--- src/rtl/execute_if.sv ---
// Execute-stage port bundle between the control unit (master) and the execute unit (slave).
interface execute_if #(parameter int WIDTH = 32);
  logic             start;
  logic [3:0]       aluOp;
  logic [WIDTH-1:0] regA;
  logic [WIDTH-1:0] regB;
  logic [4:0]       shamt;
  logic [4:0]       regDIn;
  logic             busy;
  logic             done;
  logic             regWrite;
  logic [4:0]       regD;
  logic [WIDTH-1:0] writeData;
  logic             zero;
  logic             overflow;

  modport master (
    output start, aluOp, regA, regB, shamt, regDIn,
    input  busy, done, regWrite, regD, writeData, zero, overflow
  );

  modport slave (
    input  start, aluOp, regA, regB, shamt, regDIn,
    output busy, done, regWrite, regD, writeData, zero, overflow
  );
endinterface

--- src/rtl/execute_unit.sv ---
// Execute stage: single-cycle ALU/shift ops plus an iterative shift-add multiplier
// and restoring divider sharing one set of working registers.
module execute_unit #(
  parameter int WIDTH = 32
) (
  input  logic      clk,
  input  logic      reset,
  execute_if.slave  bus
);

  localparam int CNT_W = $clog2(WIDTH);
  localparam logic [CNT_W-1:0] LAST = CNT_W'(WIDTH - 1);

  localparam logic [3:0] OP_ADD = 4'd0;
  localparam logic [3:0] OP_SUB = 4'd1;
  localparam logic [3:0] OP_AND = 4'd2;
  localparam logic [3:0] OP_OR  = 4'd3;
  localparam logic [3:0] OP_XOR = 4'd4;
  localparam logic [3:0] OP_NOR = 4'd5;
  localparam logic [3:0] OP_SLT = 4'd6;
  localparam logic [3:0] OP_SLL = 4'd7;
  localparam logic [3:0] OP_SRL = 4'd8;
  localparam logic [3:0] OP_SRA = 4'd9;
  localparam logic [3:0] OP_MUL = 4'd10;
  localparam logic [3:0] OP_DIV = 4'd11;
  localparam logic [3:0] OP_REM = 4'd12;

  typedef enum logic [1:0] {IDLE, ITER, DONE} state_t;

  state_t           state;
  logic [CNT_W-1:0] cnt;

  // Operation captured at the accepting edge; the engine works only from these.
  logic [3:0]       op_p1;
  logic [4:0]       regD_p1;
  logic [WIDTH-1:0] acc_p1;
  logic [WIDTH-1:0] opA_p1;
  logic [WIDTH-1:0] opB_p1;

  logic [WIDTH-1:0] aluRes;
  logic             aluOvf;
  logic             accept;
  logic             isMulti;
  logic             lastStep;
  logic [WIDTH-1:0] mulAcc;
  logic [WIDTH:0]   remShift;
  logic [WIDTH:0]   remDiff;
  logic [WIDTH-1:0] divRem;
  logic [WIDTH-1:0] divQuot;
  logic [WIDTH-1:0] iterResult;

  function automatic logic [WIDTH-1:0] aluResult(
    input logic [3:0]       op,
    input logic [WIDTH-1:0] a,
    input logic [WIDTH-1:0] b,
    input logic [4:0]       sh
  );
    logic signed [WIDTH-1:0] sa;
    logic signed [WIDTH-1:0] sb;
    logic [WIDTH-1:0]        r;
    sa = a;
    sb = b;
    case (op)
      OP_ADD:  r = a + b;
      OP_SUB:  r = a - b;
      OP_AND:  r = a & b;
      OP_OR:   r = a | b;
      OP_XOR:  r = a ^ b;
      OP_NOR:  r = ~(a | b);
      OP_SLT:  r = (sa < sb) ? WIDTH'(1) : '0;
      OP_SLL:  r = b << sh;
      OP_SRL:  r = b >> sh;
      OP_SRA:  r = sb >>> sh;
      default: r = '0;
    endcase
    return r;
  endfunction

  function automatic logic addSubOverflow(
    input logic [3:0]       op,
    input logic [WIDTH-1:0] a,
    input logic [WIDTH-1:0] b,
    input logic [WIDTH-1:0] r
  );
    logic ovf;
    case (op)
      OP_ADD:  ovf = (a[WIDTH-1] == b[WIDTH-1]) && (r[WIDTH-1] != a[WIDTH-1]);
      OP_SUB:  ovf = (a[WIDTH-1] != b[WIDTH-1]) && (r[WIDTH-1] != a[WIDTH-1]);
      default: ovf = 1'b0;
    endcase
    return ovf;
  endfunction

  always_comb begin
    accept   = bus.start && (state != ITER);
    isMulti  = bus.aluOp inside {OP_MUL, OP_DIV, OP_REM};
    aluRes   = aluResult(bus.aluOp, bus.regA, bus.regB, bus.shamt);
    aluOvf   = addSubOverflow(bus.aluOp, bus.regA, bus.regB, aluRes);
    lastStep = (cnt == LAST);

    // MUL: opA is the shifting multiplicand, opB the shifting multiplier.
    mulAcc   = acc_p1 + (opB_p1[0] ? opA_p1 : '0);

    // DIV/REM: acc is the partial remainder, opA shifts dividend bits out and quotient bits in.
    // A zero divisor never fails the trial subtract, giving all-ones quotient and remainder=dividend.
    remShift = {acc_p1, opA_p1[WIDTH-1]};
    remDiff  = remShift - {1'b0, opB_p1};
    if (remDiff[WIDTH]) begin
      divRem  = remShift[WIDTH-1:0];
      divQuot = {opA_p1[WIDTH-2:0], 1'b0};
    end else begin
      divRem  = remDiff[WIDTH-1:0];
      divQuot = {opA_p1[WIDTH-2:0], 1'b1};
    end

    if (op_p1 == OP_MUL)      iterResult = mulAcc;
    else if (op_p1 == OP_DIV) iterResult = divQuot;
    else                      iterResult = divRem;
  end

  assign bus.busy = (state == ITER);

  // Stage p1: operand capture and one engine step per ITER cycle.
  always_ff @(posedge clk) begin
    if (accept) begin
      op_p1   <= bus.aluOp;
      regD_p1 <= bus.regDIn;
      acc_p1  <= '0;
      opA_p1  <= bus.regA;
      opB_p1  <= bus.regB;
    end else if (state == ITER) begin
      if (op_p1 == OP_MUL) begin
        acc_p1 <= mulAcc;
        opA_p1 <= opA_p1 << 1;
        opB_p1 <= opB_p1 >> 1;
      end else begin
        acc_p1 <= divRem;
        opA_p1 <= divQuot;
      end
    end
  end

  // Stage p2: registered results and control FSM.
  always_ff @(posedge clk) begin
    if (reset) begin
      state         <= IDLE;
      cnt           <= '0;
      bus.done      <= 1'b0;
      bus.regWrite  <= 1'b0;
      bus.regD      <= '0;
      bus.writeData <= '0;
      bus.zero      <= 1'b0;
      bus.overflow  <= 1'b0;
    end else begin
      case (state)
        ITER: begin
          cnt <= cnt + CNT_W'(1);
          if (lastStep) begin
            state         <= DONE;
            bus.done      <= 1'b1;
            bus.regWrite  <= (regD_p1 != '0);
            bus.regD      <= regD_p1;
            bus.writeData <= iterResult;
            bus.zero      <= (iterResult == '0);
            bus.overflow  <= 1'b0;
          end
        end
        default: begin
          if (bus.start) begin
            if (isMulti) begin
              state        <= ITER;
              cnt          <= '0;
              bus.done     <= 1'b0;
              bus.regWrite <= 1'b0;
            end else begin
              state         <= DONE;
              bus.done      <= 1'b1;
              bus.regWrite  <= (bus.aluOp <= OP_REM) && (bus.regDIn != '0);
              bus.regD      <= bus.regDIn;
              bus.writeData <= aluRes;
              bus.zero      <= (aluRes == '0);
              bus.overflow  <= aluOvf;
            end
          end else begin
            state        <= IDLE;
            bus.done     <= 1'b0;
            bus.regWrite <= 1'b0;
          end
        end
      endcase
    end
  end

endmodule

--- src/flat_wrapper.sv ---
// flat-port wrapper written by rule: the top's interface ports become plain ports
module execute_unit_flat 
#(
  parameter int WIDTH = 32
)
  (clk, reset, bus_start, bus_aluOp, bus_regA, bus_regB, bus_shamt, bus_regDIn, bus_busy, bus_done, bus_regWrite, bus_regD, bus_writeData, bus_zero, bus_overflow);
  execute_if #(.WIDTH(WIDTH)) bus_i ();
  input  logic clk;
  input  logic reset;
  input wire logic [$bits(bus_i.start)-1:0] bus_start;
  input wire logic [$bits(bus_i.aluOp)-1:0] bus_aluOp;
  input wire logic [$bits(bus_i.regA)-1:0] bus_regA;
  input wire logic [$bits(bus_i.regB)-1:0] bus_regB;
  input wire logic [$bits(bus_i.shamt)-1:0] bus_shamt;
  input wire logic [$bits(bus_i.regDIn)-1:0] bus_regDIn;
  output wire logic [$bits(bus_i.busy)-1:0] bus_busy;
  output wire logic [$bits(bus_i.done)-1:0] bus_done;
  output wire logic [$bits(bus_i.regWrite)-1:0] bus_regWrite;
  output wire logic [$bits(bus_i.regD)-1:0] bus_regD;
  output wire logic [$bits(bus_i.writeData)-1:0] bus_writeData;
  output wire logic [$bits(bus_i.zero)-1:0] bus_zero;
  output wire logic [$bits(bus_i.overflow)-1:0] bus_overflow;
  assign bus_i.start = bus_start;
  assign bus_i.aluOp = bus_aluOp;
  assign bus_i.regA = bus_regA;
  assign bus_i.regB = bus_regB;
  assign bus_i.shamt = bus_shamt;
  assign bus_i.regDIn = bus_regDIn;
  assign bus_busy = bus_i.busy;
  assign bus_done = bus_i.done;
  assign bus_regWrite = bus_i.regWrite;
  assign bus_regD = bus_i.regD;
  assign bus_writeData = bus_i.writeData;
  assign bus_zero = bus_i.zero;
  assign bus_overflow = bus_i.overflow;
  execute_unit #(.WIDTH(WIDTH)) u_core (.clk(clk), .reset(reset), .bus(bus_i));
endmodule
--- config.mk ---
export PLATFORM = sky130hd
export DESIGN_NAME = execute_unit_flat
export DESIGN_NICKNAME = d
export VERILOG_FILES = /design/src/rtl/execute_if.sv /design/src/rtl/execute_unit.sv /design/src/flat_wrapper.sv
export SDC_FILE = /design/constraint.sdc
export NUM_CORES = 1
export LEC_CHECK = 0
export ABC_AREA = 0
export CAP_MARGIN = 20
export CORE_MARGIN = 2
export CORE_UTILIZATION = 40
export CTS_CLUSTER_DIAMETER = 150
export DETAILED_ROUTE_END_ITERATION = 7
export PLACE_DENSITY = 0.55
export SLEW_MARGIN = 20
export SYNTH_ARGS = -nofsm -noshare
export SYNTH_HDL_FRONTEND = slang
export SYNTH_SLANG_ARGS = --single-unit
export TNS_END_PERCENT = 50
--- constraint.sdc ---
create_clock -name clk -period 6.7 [get_ports clk]
set_input_delay 1.34 -clock clk [delete_from_list [all_inputs] [get_ports clk]]
set_output_delay 1.34 -clock clk [all_outputs]
set_load 0.01 [all_outputs]
=== Word-level counts from Yosys, hierarchy flattened ===
Index checks and enable logic that the tools add are counted.

* Multiplexer cells: 46
* Reductions and logical operators: 17
* $lt $le $gt $ge: 2
* $add $sub $neg: 5
* Shift operators: 3
* Bitwise operators: 4
* Equal/unequal tests: 22

{| class="wikitable"
|+ Operators by type and width
! cell !! number
|-
| $mux W32 || 14
|-
| $pmux W32 S10 || 1
|-
| $add A32 B32 Y32 || 2
|-
| $logic_not A32 Y1 || 2
|-
| $mux W5 || 7
|-
| $sub A33 B32 Y33 || 1
|-
| $and A32 B32 Y32 || 1
|-
| $lt A32 B32 Y1 || 1
|-
| $not A32 Y32 || 1
|-
| $or A32 B32 Y32 || 1
|-
| $shl A32 B5 Y32 || 1
|-
| $shr A32 B5 Y32 || 1
|-
| $sshr A32 B5 Y32 || 1
|-
| $sub A32 B32 Y32 || 1
|-
| $xor A32 B32 Y32 || 1
|-
| $eq A4 B4 Y1 const B || 7
|-
| $mux W1 || 19
|-
| $eq A4 B3 Y1 const B || 4
|-
| $reduce_bool A5 Y1 || 2
|-
| $eq A4 B2 Y1 const B || 2
|-
| $mux W2 || 4
|-
| $reduce_bool A2 Y1 || 4
|-
| $add A5 B1 Y5 const B || 1
|-
| $eq A5 B5 Y1 const B || 1
|-
| 13 further kinds || 19
|}

* Word-level logic and storage cells: 112
* Register bits: 153
* Output and inout port bits: 42

=== Longest topological paths before layout ===
* Depth in word-level cells: 9
* Depth in mapped cells: 18

=== Least setup slack after synthesis ===
No wires, ideal clock.

* Path kind: in2reg
* Start point: input bus_regB[11]
* End point: register u_core.bus.zero
* Library setup time: 0.096 ns
* Path slack: 2.193 ns
* Cell stages on the path: 16
* Path buffers: 2
* Required time: 6.604 ns
* Data arrival time: 4.411 ns
* Path through: clkbuf_1 inv_1 ha_1 clkbuf_1 nor2_1 a2111oi_0 o211ai_1 o21ai_0 o21ai_0 xnor2_1 a221o_1 nor2_1 nand4_1 nor4_1 a31oi_1 o41ai_2

* Longest elaborated chain between the ends: 7

{| class="wikitable"
|+ Ends and longest elaborated chain
! what !! RTL line !! text
|-
| start, declared || flat_wrapper.sv:13 || <nowiki>input wire logic [$bits(bus_i.regB)-1:0] bus_regB;</nowiki>
|-
| $lt A32 B32 Y1 / $or A32 B32 Y32 (equally long branches) || execute_unit.sv:70, execute_unit.sv:67, execute_unit.sv:69 ||
|-
| $mux W1 / $not A32 Y32 (equally long branches) || execute_unit.sv:70, execute_unit.sv:69 ||
|-
| $pmux W32 S10 * || execute_unit.sv:63 || <nowiki>case (op)</nowiki>
|-
| $logic_not A32 Y1 * || execute_unit.sv:181 || <nowiki>bus.zero <= (aluRes == '0);</nowiki>
|-
| $mux W1 * || execute_unit.sv:170 || <nowiki>if (isMulti) begin</nowiki>
|-
| $mux W1 * || execute_unit.sv:169 || <nowiki>if (bus.start) begin</nowiki>
|-
| $mux W1 * || execute_unit.sv:155 || <nowiki>case (state)</nowiki>
|-
| end signal, assigned || execute_unit.sv:164 || <nowiki>bus.zero <= (iterResult == '0);</nowiki>
|-
| end signal, assigned || execute_unit.sv:181 ||
|-
| end, declared || execute_if.sv:24 || <nowiki>output busy, done, regWrite, regD, writeData, zero, overflow</nowiki>
|}

Every way passes the cells marked *; elsewhere a longest branch is shown, timed or not. The select of a mux whose other input is x is not followed.
A chain may end at the register's enable or synchronous reset.

=== Final worst setup path ===
* Start point: input bus_regA[1]
* End point: register u_core.bus.zero

* Longest elaborated chain between the ends: 7

{| class="wikitable"
|+ Ends and longest elaborated chain
! what !! RTL line !! text
|-
| start, declared || flat_wrapper.sv:12 || <nowiki>input wire logic [$bits(bus_i.regA)-1:0] bus_regA;</nowiki>
|-
| $lt A32 B32 Y1 / $or A32 B32 Y32 (equally long branches) || execute_unit.sv:70, execute_unit.sv:67, execute_unit.sv:69 ||
|-
| $mux W1 / $not A32 Y32 (equally long branches) || execute_unit.sv:70, execute_unit.sv:69 ||
|-
| $pmux W32 S10 * || execute_unit.sv:63 ||
|-
| $logic_not A32 Y1 * || execute_unit.sv:181 ||
|-
| $mux W1 * || execute_unit.sv:170 ||
|-
| $mux W1 * || execute_unit.sv:169 ||
|-
| $mux W1 * || execute_unit.sv:155 ||
|}

Marked as above.

==> results.sh <==
export IMPL_status="finished clean"
export IMPL_worstSetupStartpoint="bus_regA[1]"
export IMPL_synth_area_per_cell_um2=7.46
export IMPL_num_vias=24300
export IMPL_share_seq_of_total_power_pct=29.4
export IMPL_yosys_top_cells_area="edfxtp_1 (10%), ha_1 (9.5%), dfxtp_1 (7.3%)"
export IMPL_drive_above_1_share_pct=9.88
export IMPL_maxCapViolations=0
export IMPL_criticalPathCategory="in -> reg"
export IMPL_hp_class="reg -> reg"
export IMPL_drv_slew=0
export IMPL_core_area_um2=53600
export IMPL_drt_drc_violations_left=0
export IMPL_combPwrFrac_pct=42.8
export IMPL_ctsResizeCount=0
export IMPL_synth_most_common_cell="nand2_1"
export IMPL_powerDensity_nw_per_um2=152
export IMPL_fp_dieH_um=237
export IMPL_yosysWarnings=0
export IMPL_rsz0062_at_grt="false"
export IMPL_syn_inst=2899
export IMPL_worstPathRequired_ps=7090
export IMPL_root_buffer="clkbuf_16"
export IMPL_max_vdd_ir_drop_mv=0.199
export IMPL_dp_slack_ps=184
export IMPL_met1_usage_pct=49.8
export IMPL_gp_congestion=1.08
export IMPL_cts_htree_levels=4
export IMPL_slowest_delay_ps=880
export IMPL_setup_tns_ps=0
export IMPL_period_share_pct=93.3
export IMPL_fin_skew_ps=18.0
export IMPL_grt_use_total_pct=39.9
export IMPL_endpoint_kind="flip-flop"
export IMPL_max_freq_mhz=160
export IMPL_ant_nets=0
export IMPL_grt_pass1_vias=22900
export IMPL_grt_max_degree=75
export IMPL_dieWidth_um=237
export IMPL_cts_sinks=152
export IMPL_yosysSeqAreaShare_pct=17.4
export IMPL_p_leak_nw=9.86
export IMPL_cts_tree="done"
export IMPL_ctsHoldBuffers=0
export IMPL_grt_busiest_layer="met2"
export IMPL_switching_power_mw=1.61
export IMPL_dpl_hpwl_um=92200
export IMPL_path_max_fanout=5
export IMPL_finalHoldViolCount=0
export IMPL_port_buffer_count=122
export IMPL_pwr_share_clk_pct=27.7
export IMPL_critPathLaunchType="primary input"
export IMPL_tightest_slew_ps=1290
export IMPL_worst_hold_startpoint="u_core.bus.writeData[1]$_SDFFE_PP0P_"
export IMPL_ys_ff_latch=152
export IMPL_grt_first_pass_wirelength_um=164000
export IMPL_dr_pass1_iters=8
export IMPL_relSlewSlack_pct=13.2
export IMPL_io_pins=123
export IMPL_finalCriticalPeriod_ps=6250
export IMPL_synth_common_cells="nand2_1 (309), nor2_1 (266), o21ai_0 (245)"
export IMPL_syn_area_um2=21600
export IMPL_fp_row_count=85
export IMPL_syn_nets=3149
export IMPL_use_met2_pct=63.0
export IMPL_fin_ws_ps=450
export IMPL_start_util_pct=40.4
export IMPL_syn2layout_area_growth_pct=12.8
export IMPL_nNetsFinal=3181
export IMPL_hold_ws_ps=461
export IMPL_crit_slowest_cell="o311ai_0"
export IMPL_wl_um=114000
export IMPL_ys_flop_type="dfxtp_1"
export IMPL_reg2reg_from="u_core.opA_p1[31]$_DFFE_PP_"
export IMPL_wire_per_inst_um=31.4
export IMPL_cp_arrival_ps=6640
export IMPL_post_cts_setup_buffers=0
export IMPL_drtIter0Drc=2756
export IMPL_path_cells="clkdlybuf4s50_1, inv_1, ha_1, nor2_1, o311ai_0, nand3_1, a211oi_1, xnor2_1, a211oi_1, nand4_1, nor4_1, buf_4, nand4_1, nor4_1, a31oi_1, o41ai_2"
export IMPL_clk_insertion_delay_late_ps=500
export IMPL_antenna_found_initial=12
export IMPL_routed_via_density=6.67
export IMPL_dieArea_um2=56000
export IMPL_setup_violations_final=0
export IMPL_async_reset_ff_share_pct=0
export IMPL_internal_power_mw=2.09
export IMPL_overflow=0
export IMPL_synth_top_area_cell="edfxtp_1"
export IMPL_clk_pin_slew_ps=80
export IMPL_use_met3_pct=8.93
export IMPL_cts_buffers=17
export IMPL_clockBufferDepth=2
export IMPL_synth_edf_count=73
export IMPL_synth_top_area_share_pct=10.1
export IMPL_yosys_cell_types_count=101
export IMPL_p_sw_share_pct=43.6
==> state kept, by name (all words and copies together) (netlist names) <==
signal                flops
u_core.state              1
u_core.bus.regD           5
u_core.acc_p1            32
u_core.bus.zero           1
u_core.bus.regWrite       1
u_core.opB_p1            32
u_core.opA_p1            32
u_core.cnt                5
u_core.bus.overflow       1
u_core.regD_p1            5
u_core.bus.writeData     32
u_core.bus.done           1
u_core.op_p1              4
==> final timing paths <==
path	depth (start not counted)	slack, ps	endpoint
min	2	460	u_core.bus.writeData[1]$_SDFFE_PP0P_
max reg2reg	17	1190	u_core.bus.zero$_SDFFE_PP0P_
max	16	450	u_core.bus.zero$_SDFFE_PP0P_
min reg2reg	2	460	u_core.bus.writeData[1]$_SDFFE_PP0P_
==> area by class of cell <==
type / instances / area (um2)
Fill cell: 5497 / 29200
Multi-Input combinational cell: 2365 / 16400
Sequential cell: 152 / 3770
Timing Repair Buffer: 243 / 2190
Tap cell: 696 / 871
Inverter: 152 / 571
Clock buffer: 17 / 425
Clock inverter: 15 / 161
Antenna cell: 3 / 7.51
==> power groups by stage <==
stage / clock network [mW] / logic (mW) / registers, mW
2_1_floorplan: 0 / 0.899 / 1.09
3_3_place_gp: 0 / 1.52 / 1.11
3_5_place_dp: 0 / 1.52 / 1.11
4_1_cts: 1.04 / 1.53 / 1.09
5_1_grt: 1.06 / 1.66 / 1.09
6_report: 1.03 / 1.59 / 1.09
==> cell usage in the layout, fill, tap and decap left out, types with 29 or more instances in the layout <==
master | netlist | layout
nand2_1 | 309 | 308
nor3_1 | 50 | 48
mux4_2 | 50 | 50
xnor2_1 | 47 | 47
nand4_1 | 30 | 30
clkdlybuf4s50_1 | 0 | 116
nor2_1 | 266 | 265
edfxtp_1 | 73 | 73
o21ai_0 | 245 | 245
and2_1 | 42 | 42
nand3_1 | 70 | 70
a21oi_1 | 225 | 223
o22ai_1 | 32 | 32
nand3b_1 | 29 | 29
xor2_1 | 32 | 32
buf_4 | 8 | 118
a211oi_1 | 55 | 55
a21o_1 | 44 | 44
a221oi_1 | 35 | 35
o211ai_1 | 47 | 47
dfxtp_1 | 79 | 79
ha_1 | 165 | 165
mux2i_1 | 108 | 108
inv_1 | 147 | 145
==> cells by family (layout without fill, tap and decap cells) <==
kind of cell,after synthesis,after routing,synth area share (%)
and+or+nand+nor,969,969,21.5
AOI/OAI and AO/OA,959,959,29.0
other,0,3,0
muxes,189,189,11.8
buffers and inverters,382,427,7.09
DFF,152,152,17.4
adders and majority gates,169,169,9.91
xor gates and xnor gates,79,79,3.20
==> critical path, delay by kind of cell <==
family / cells / cell delay [ps]
fa+ha+maj: 1 / 350
xor+xnor: 1 / 130
compound gates: 5 / 2460
buf+inv: 3 / 950
simple gates: 6 / 1400
==> routing by layer <==
metal	share of wire (%)	vias to the layer above	routed length (um)
met5	0.075	-	86
li1	-	10800	-
met4	7.0	10	8030
met3	9.6	336	11000
met1	39	11700	44700
met2	44	1422	50400
==> through the flow <==
| stage | std cells | instance area, um2 | util (%) | total power [mW] |
|---|---|---|---|---|
| 2_1_floorplan | 2899 | 21600 | - | 1.99 |
| 3_3_place_gp | 3607 | 23800 | 44.3 | 2.63 |
| 3_5_place_dp | 3607 | 23800 | 44.3 | 2.63 |
| 4_1_cts | 3639 | 24400 | 45.4 | 3.66 |
| 5_1_grt | 3641 | 24400 | 45.5 | 3.82 |
| 6_report | 3643 | 24400 | 45.5 | 3.70 |
Power figures use the tool's default switching activity.
